--- src/rtl/button_debounce_rx.sv ---
// Board-input conditioner: synchronises and debounces a raw pin, then reports the
// clean level, edge strobes, a wrapping press count and a long-press strobe.
//
//   state    | meaning
//   ---------+-----------------------------------------------------------
//   RELEASED | level low (or just risen); hold timer cleared
//   PRESSED  | level high; hold timer running toward the long-press point
//   HELD     | long press already reported; timer frozen until release
module button_debounce_rx #(
    parameter int SYNC_STAGES     = 2,
    parameter int DEBOUNCE_CYCLES = 1000000,
    parameter int LONG_CYCLES     = 100000000,
    parameter int CNT_W           = 8
) (
    input  logic             clk,
    input  logic             rst,
    input  logic             in_raw,
    output logic             level_out,
    output logic             rise_pulse,
    output logic             fall_pulse,
    output logic [CNT_W-1:0] press_count,
    output logic             long_press
);

    localparam int DW = $clog2(DEBOUNCE_CYCLES + 1);
    localparam int HW = $clog2(LONG_CYCLES + 1);
    localparam logic [DW-1:0] DEB_TC  = DW'(DEBOUNCE_CYCLES - 1);
    localparam logic [HW-1:0] HOLD_TC = HW'(LONG_CYCLES - 1);

    typedef enum logic [1:0] {
        RELEASED = 2'd0,
        PRESSED  = 2'd1,
        HELD     = 2'd2
    } state_t;

    logic [SYNC_STAGES-1:0] sync_q;
    logic                   s_in;
    logic [DW-1:0]          dcnt_q, dcnt_d;
    logic                   level_q, level_d;
    logic                   rise_q, rise_d;
    logic                   fall_q, fall_d;
    logic                   long_q, long_d;
    logic [CNT_W-1:0]       count_q, count_d;
    logic [HW-1:0]          hcnt_q, hcnt_d;
    state_t                 state_q, state_d;

    assign s_in = sync_q[SYNC_STAGES-1];

    // Any cycle where the synchronised input agrees with the level restarts the count.
    always_comb begin
        dcnt_d  = dcnt_q;
        level_d = level_q;
        rise_d  = 1'b0;
        fall_d  = 1'b0;
        if (s_in == level_q) begin
            dcnt_d = '0;
        end else if (dcnt_q == DEB_TC) begin
            dcnt_d  = '0;
            level_d = ~level_q;
            rise_d  = ~level_q;
            fall_d  = level_q;
        end else begin
            dcnt_d = dcnt_q + 1'b1;
        end
        count_d = rise_d ? count_q + 1'b1 : count_q;
    end

    // The FSM reacts to the edge decision itself so long_press lands LONG_CYCLES after rise_pulse.
    always_comb begin
        state_d = state_q;
        hcnt_d  = hcnt_q;
        long_d  = 1'b0;
        case (state_q)
            RELEASED: begin
                hcnt_d = '0;
                if (rise_d) begin
                    state_d = PRESSED;
                end
            end
            PRESSED: begin
                if (hcnt_q == HOLD_TC) begin
                    long_d  = 1'b1;
                    state_d = HELD;
                end else begin
                    hcnt_d = hcnt_q + 1'b1;
                end
                if (fall_d) begin
                    state_d = RELEASED;
                    hcnt_d  = '0;
                end
            end
            HELD: begin
                if (fall_d) begin
                    state_d = RELEASED;
                    hcnt_d  = '0;
                end
            end
            default: begin
                state_d = RELEASED;
                hcnt_d  = '0;
            end
        endcase
    end

    always_ff @(posedge clk or posedge rst) begin
        if (rst) begin
            sync_q  <= '0;
            dcnt_q  <= '0;
            level_q <= 1'b0;
            rise_q  <= 1'b0;
            fall_q  <= 1'b0;
            long_q  <= 1'b0;
            count_q <= '0;
            hcnt_q  <= '0;
            state_q <= RELEASED;
        end else begin
            sync_q  <= {sync_q[SYNC_STAGES-2:0], in_raw};
            dcnt_q  <= dcnt_d;
            level_q <= level_d;
            rise_q  <= rise_d;
            fall_q  <= fall_d;
            long_q  <= long_d;
            count_q <= count_d;
            hcnt_q  <= hcnt_d;
            state_q <= state_d;
        end
    end

    assign level_out   = level_q;
    assign rise_pulse  = rise_q;
    assign fall_pulse  = fall_q;
    assign press_count = count_q;
    assign long_press  = long_q;

endmodule
--- config.mk ---
export PLATFORM = sky130hd
export DESIGN_NAME = button_debounce_rx
export DESIGN_NICKNAME = d
export VERILOG_FILES = /design/src/rtl/button_debounce_rx.sv
export SDC_FILE = /design/constraint.sdc
export NUM_CORES = 1
export LEC_CHECK = 0
export ABC_AREA = 1
export CAP_MARGIN = 20
export CORE_MARGIN = 2
export CORE_UTILIZATION = 55
export CTS_CLUSTER_DIAMETER = 40
export DETAILED_ROUTE_END_ITERATION = 8
export PLACE_DENSITY_LB_ADDON = 0.12
export RECOVER_POWER = 100
export SKIP_CTS_REPAIR_TIMING = 1
export SYNTH_ARGS = -nofsm -noshare
export SYNTH_HDL_FRONTEND = slang
export SYNTH_SLANG_ARGS = --single-unit
--- constraint.sdc ---
create_clock -name clk -period 1.87 [get_ports clk]
set_clock_uncertainty 0.1 [all_clocks]
set_input_delay 0.374 -clock clk [delete_from_list [all_inputs] [get_ports clk]]
set_output_delay 0.374 -clock clk [all_outputs]
set_load 0.02 [all_outputs]
==> impl_metrics.xml <==
<?xml version="1.0" encoding="UTF-8"?>
<metrics>
  <group name="drt">
    <metric name="routed_wl" unit="um">9710</metric>
    <metric name="drt.antenna.violating_nets" unit="">0</metric>
    <metric name="first_pass_iters" unit="">5</metric>
    <metric name="drc" unit="">0</metric>
    <metric name="dr_total_vias" unit="">3712</metric>
    <metric name="drt_iter0_markers" unit="">260</metric>
    <metric name="wire_per_inst" unit="um">13.7</metric>
    <metric name="routed_via_density" unit="">5.24</metric>
  </group>
  <group name="floorplanning">
    <metric name="boundaryPins" unit="">15</metric>
    <metric name="start_util" unit="">0.566</metric>
    <metric name="core.rowCount" unit="">30</metric>
    <metric name="core-area" unit="um^2">6790</metric>
    <metric name="die_width" unit="um">87.6</metric>
    <metric name="chipHeight" unit="um">87.6</metric>
    <metric name="floorplan.die_area" unit="um^2">7680</metric>
  </group>
  <group name="critical_path">
    <metric name="critPathLaunch" unit="">press_count[7]</metric>
    <metric name="r2r-start" unit="">dcnt_q[0]</metric>
    <metric name="critical_path.top_delay_family" unit="">buffers and inverters</metric>
    <metric name="worstPathCellList" unit="">clkdlybuf4s50_1</metric>
    <metric name="worstSetupEndpointType" unit="">primary output</metric>
    <metric name="cp.buffers_inverters" unit="">1</metric>
    <metric name="crit_path_max_incr_delay" unit="ns">0.62</metric>
    <metric name="path_class" unit="">flop to primary output</metric>
    <metric name="start_kind" unit="">flop</metric>
    <metric name="critical_path_peak_fanout" unit="">3</metric>
    <metric name="worst-endpoint-required" unit="ns">1.40</metric>
    <metric name="timing.reg2reg.setup_slack" unit="ns">0.09</metric>
    <metric name="critical_path.slowest_cell" unit="">clkdlybuf4s50_1</metric>
    <metric name="critical_path_arrival" unit="ns">1.36</metric>
  </group>
  <group name="timing">
    <metric name="unrepaired_setup_endpoints_after_global_routing" unit="">true</metric>
    <metric name="totalNegativeSetupSlack" unit="ns">0</metric>
    <metric name="worst_pin_slew" unit="ns">0.864</metric>
    <metric name="finalCritPeriodShare" unit="">0.979</metric>
    <metric name="hold_violations" unit="">0</metric>
    <metric name="timing.fmax" unit="MHz">546</metric>
    <metric name="finalSetupViolCount" unit="">0</metric>
    <metric name="slew_violations" unit="">0</metric>
    <metric name="slew_headroom" unit="">0.424</metric>
    <metric name="timing.final.crit_period" unit="ns">1.83</metric>
  </group>
  <group name="hold_path">
    <metric name="min-delay-path-class" unit="">flop to flop</metric>
    <metric name="min-delay-start" unit="">sync_q[0]</metric>
  </group>
  <group name="final_layout">
    <metric name="syn_to_final_growth" unit="%">20.7</metric>
    <metric name="antenna_cells_inserted" unit="">0</metric>
    <metric name="post_route_cells_drive_above_1_share" unit="">0.147</metric>
    <metric name="nNetsFinal" unit="">613</metric>
    <metric name="mostFrequentLayoutCell" unit="">nand2_1</metric>
    <metric name="finish.instance_area" unit="um^2">4640</metric>
    <metric name="final_cell_mix" unit="">179 x nand2_1, 86 x nor2_1, 61 x dfrtp_1, 58 x inv_1, 37 x nand3_1</metric>
  </group>
  <group name="global_routing">
    <metric name="pin_count_of_the_biggest_net_entering_global_routing" unit="">64</metric>
    <metric name="first_pass_grt_wire_length" unit="um">15700</metric>
    <metric name="grt_pass1_vias" unit="">3352</metric>
    <metric name="grt_antenna_before_repair" unit="">0</metric>
    <metric name="globalRoute.totalOverflow" unit="">0</metric>
    <metric name="grt.total_usage" unit="">0.264</metric>
  </group>
  <group name="placement">
    <metric name="number_of_input_and_output_port_buffers_inserted" unit="">14</metric>
    <metric name="place_hpwl" unit="um">6810</metric>
    <metric name="gp_routability_congestion" unit="">0.965</metric>
    <metric name="dpl_cell_area" unit="um^2">4310</metric>
  </group>
  <group name="synth">
    <metric name="yosysWarningCount" unit="">0</metric>
    <metric name="synth.avg_cell_area" unit="um^2">7.02</metric>
    <metric name="synth.yosys.seq_area_share" unit="">0.410</metric>
    <metric name="syn_inst" unit="">548</metric>
    <metric name="synth_fp_nets" unit="">554</metric>
    <metric name="synth.ff_latch_count" unit="">63</metric>
    <metric name="synth_area" unit="um^2">3840</metric>
    <metric name="post_synth_num_cell_types" unit="">34</metric>
  </group>
  <group name="clock_tree">
    <metric name="max-clock-path-buffers" unit="">2</metric>
    <metric name="cts_root_buf" unit="">clkbuf_8</metric>
    <metric name="cts_num_sinks" unit="">63</metric>
    <metric name="cts-htree-levels" unit="">3</metric>
    <metric name="cts_tree" unit="">done</metric>
    <metric name="worstSkewPairLatency" unit="ns">0.35</metric>
    <metric name="cts-buffers-inserted" unit="">9</metric>
    <metric name="cts.reportedPaths.clkPinSlew" unit="ns">0.08</metric>
  </group>
  <group name="pwr">
    <metric name="p_leak" unit="nW">2.10</metric>
    <metric name="pwr-share-clk" unit="">0.457</metric>
    <metric name="power.switching" unit="mW">0.616</metric>
    <metric name="vdd_drop_max" unit="mV">0.313</metric>
    <metric name="share_comb_of_total_power" unit="">0.023</metric>
    <metric name="intPower" unit="mW">2.04</metric>
    <metric name="power_density_over_the_cells" unit="nW/um^2">571</metric>
    <metric name="power.share.sequential" unit="">0.519</metric>
    <metric name="sw_frac_of_total" unit="">0.232</metric>
  </group>
  <group name="run_status">
    <metric name="result_of_the_run" unit="">finished clean</metric>
  </group>
  <group name="job">
    <metric name="maxCapViolCount" unit="">0</metric>
  </group>
</metrics>
-- cells in the mapped netlist --
| cell type | instances | area (um^2) |
|---|---|---|
| buf_8 | 2 | 30.0 |
| ha_1 | 3 | 37.5 |
| a21o_1 | 1 | 7.51 |
| buf_1 | 1 | 3.75 |
| buf_2 | 2 | 10.0 |
| xnor2_1 | 10 | 87.6 |
| xor2_1 | 16 | 140 |
| buf_4 | 1 | 7.51 |
| a21oi_1 | 5 | 25.0 |
| o22ai_1 | 1 | 6.26 |
| nor3b_1 | 2 | 15.0 |
| nor2_2 | 5 | 31.3 |
| nand4_1 | 22 | 138 |
| a211oi_1 | 1 | 7.51 |
| nand2_2 | 1 | 6.26 |
| o211a_1 | 1 | 10.0 |
| nand3_2 | 2 | 20.0 |
| nor2_1 | 93 | 349 |
| inv_6 | 1 | 8.76 |
| nor2_4 | 3 | 33.8 |
| o21ai_0 | 11 | 55.1 |
| or2_2 | 3 | 18.8 |
| nor3_1 | 11 | 55.1 |
| nor4_1 | 1 | 6.26 |
| a31oi_1 | 1 | 6.26 |
| and2_1 | 1 | 6.26 |
| nand2_4 | 2 | 22.5 |
| nand2_1 | 180 | 676 |
| a21oi_2 | 1 | 8.76 |
| inv_1 | 60 | 225 |
| clkinv_1 | 1 | 3.75 |
| nand3_1 | 38 | 190 |
| dfrtp_1 | 63 | 1580 |
| nor3_2 | 2 | 20.0 |
-- logic make-up after synthesis --
| logic type | share of synthesized area |
|---|---|
| AO/OA/AOI/OAI | 0.0329 |
| XOR/XNOR | 0.0592 |
| adder cells (fa/ha/maj) | 0.00976 |
| buffers and inverters | 0.0752 |
| flip-flops | 0.410 |
| AND/OR/NAND/NOR | 0.413 |
-- per-layer routing --
metal	vias up	GRT usage	share of wire
met5	-	0	0
met3	21	0.0368	0.056
met2	117	0.393	0.44
met1	1729	0.391	0.48
li1	1845	-	-
met4	0	0.103	0.023
-- flip-flops by register name, summed over array words and instances, names as in the netlist --
| register | flops |
|---|---|
| rise_pulse | 1 |
| hcnt_q | 27 |
| fall_pulse | 1 |
| level_out | 1 |
| dcnt_q | 20 |
| press_count | 8 |
| sync_q | 2 |
| long_press | 1 |
| state_q | 2 |
-- power by group through the flow --
stage	Clock (mW)	Combinational [mW]	Sequential, mW
5_1_grt	1.28	0.0736	1.38
6_report	1.21	0.0619	1.38
2_1_floorplan	0	0.0382	1.40
3_3_place_gp	0	0.0638	1.40
3_5_place_dp	0	0.0653	1.40
4_1_cts	1.22	0.0657	1.37
-- through the flow --
step	cells	total power [mW]	hold WS (ns)	worst slack, ns	util
global route	708	2.73	0.270	-0.0399	0.683
detailed placement	682	1.47	0.251	0.0290	0.634
global placement	682	1.46	0.255	0.0602	0.634
floorplan	548	1.44	0.231	0.0544	-
CTS	698	2.66	0.266	-0.0484	0.663
finish	708	2.65	0.265	0.0385	0.683
-- path summary, 6_finish.rpt --
check	endpoint	depth (start not counted)
worst min-delay path	sync_q[1]	0
worst max-delay path	press_count[7]	1
worst max register to register	dcnt_q[16]	10
max in group asynchronous	hcnt_q[15]	3
worst min register to register	sync_q[1]	0
min in group asynchronous	press_count[3]	3
-- cell type report --
| type | count | area, um^2 |
|---|---|---|
| well taps | 96 | 120 |
| flip-flops and latches | 63 | 1580 |
| multi-input cells | 417 | 2040 |
| clock buffers | 11 | 141 |
| inverters | 62 | 244 |
| fillers | 566 | 2150 |
| clock inverters | 5 | 57.6 |
| repair buffers | 54 | 463 |
-- worst register-to-register path: cells and delay by family (launching register included) --
kind,cells,cell delay [ns]
DFF,1,0.40
and+or+nand+nor,9,1.00
adders and majority gates,1,0.16
Power figures use the tool's default switching activity.
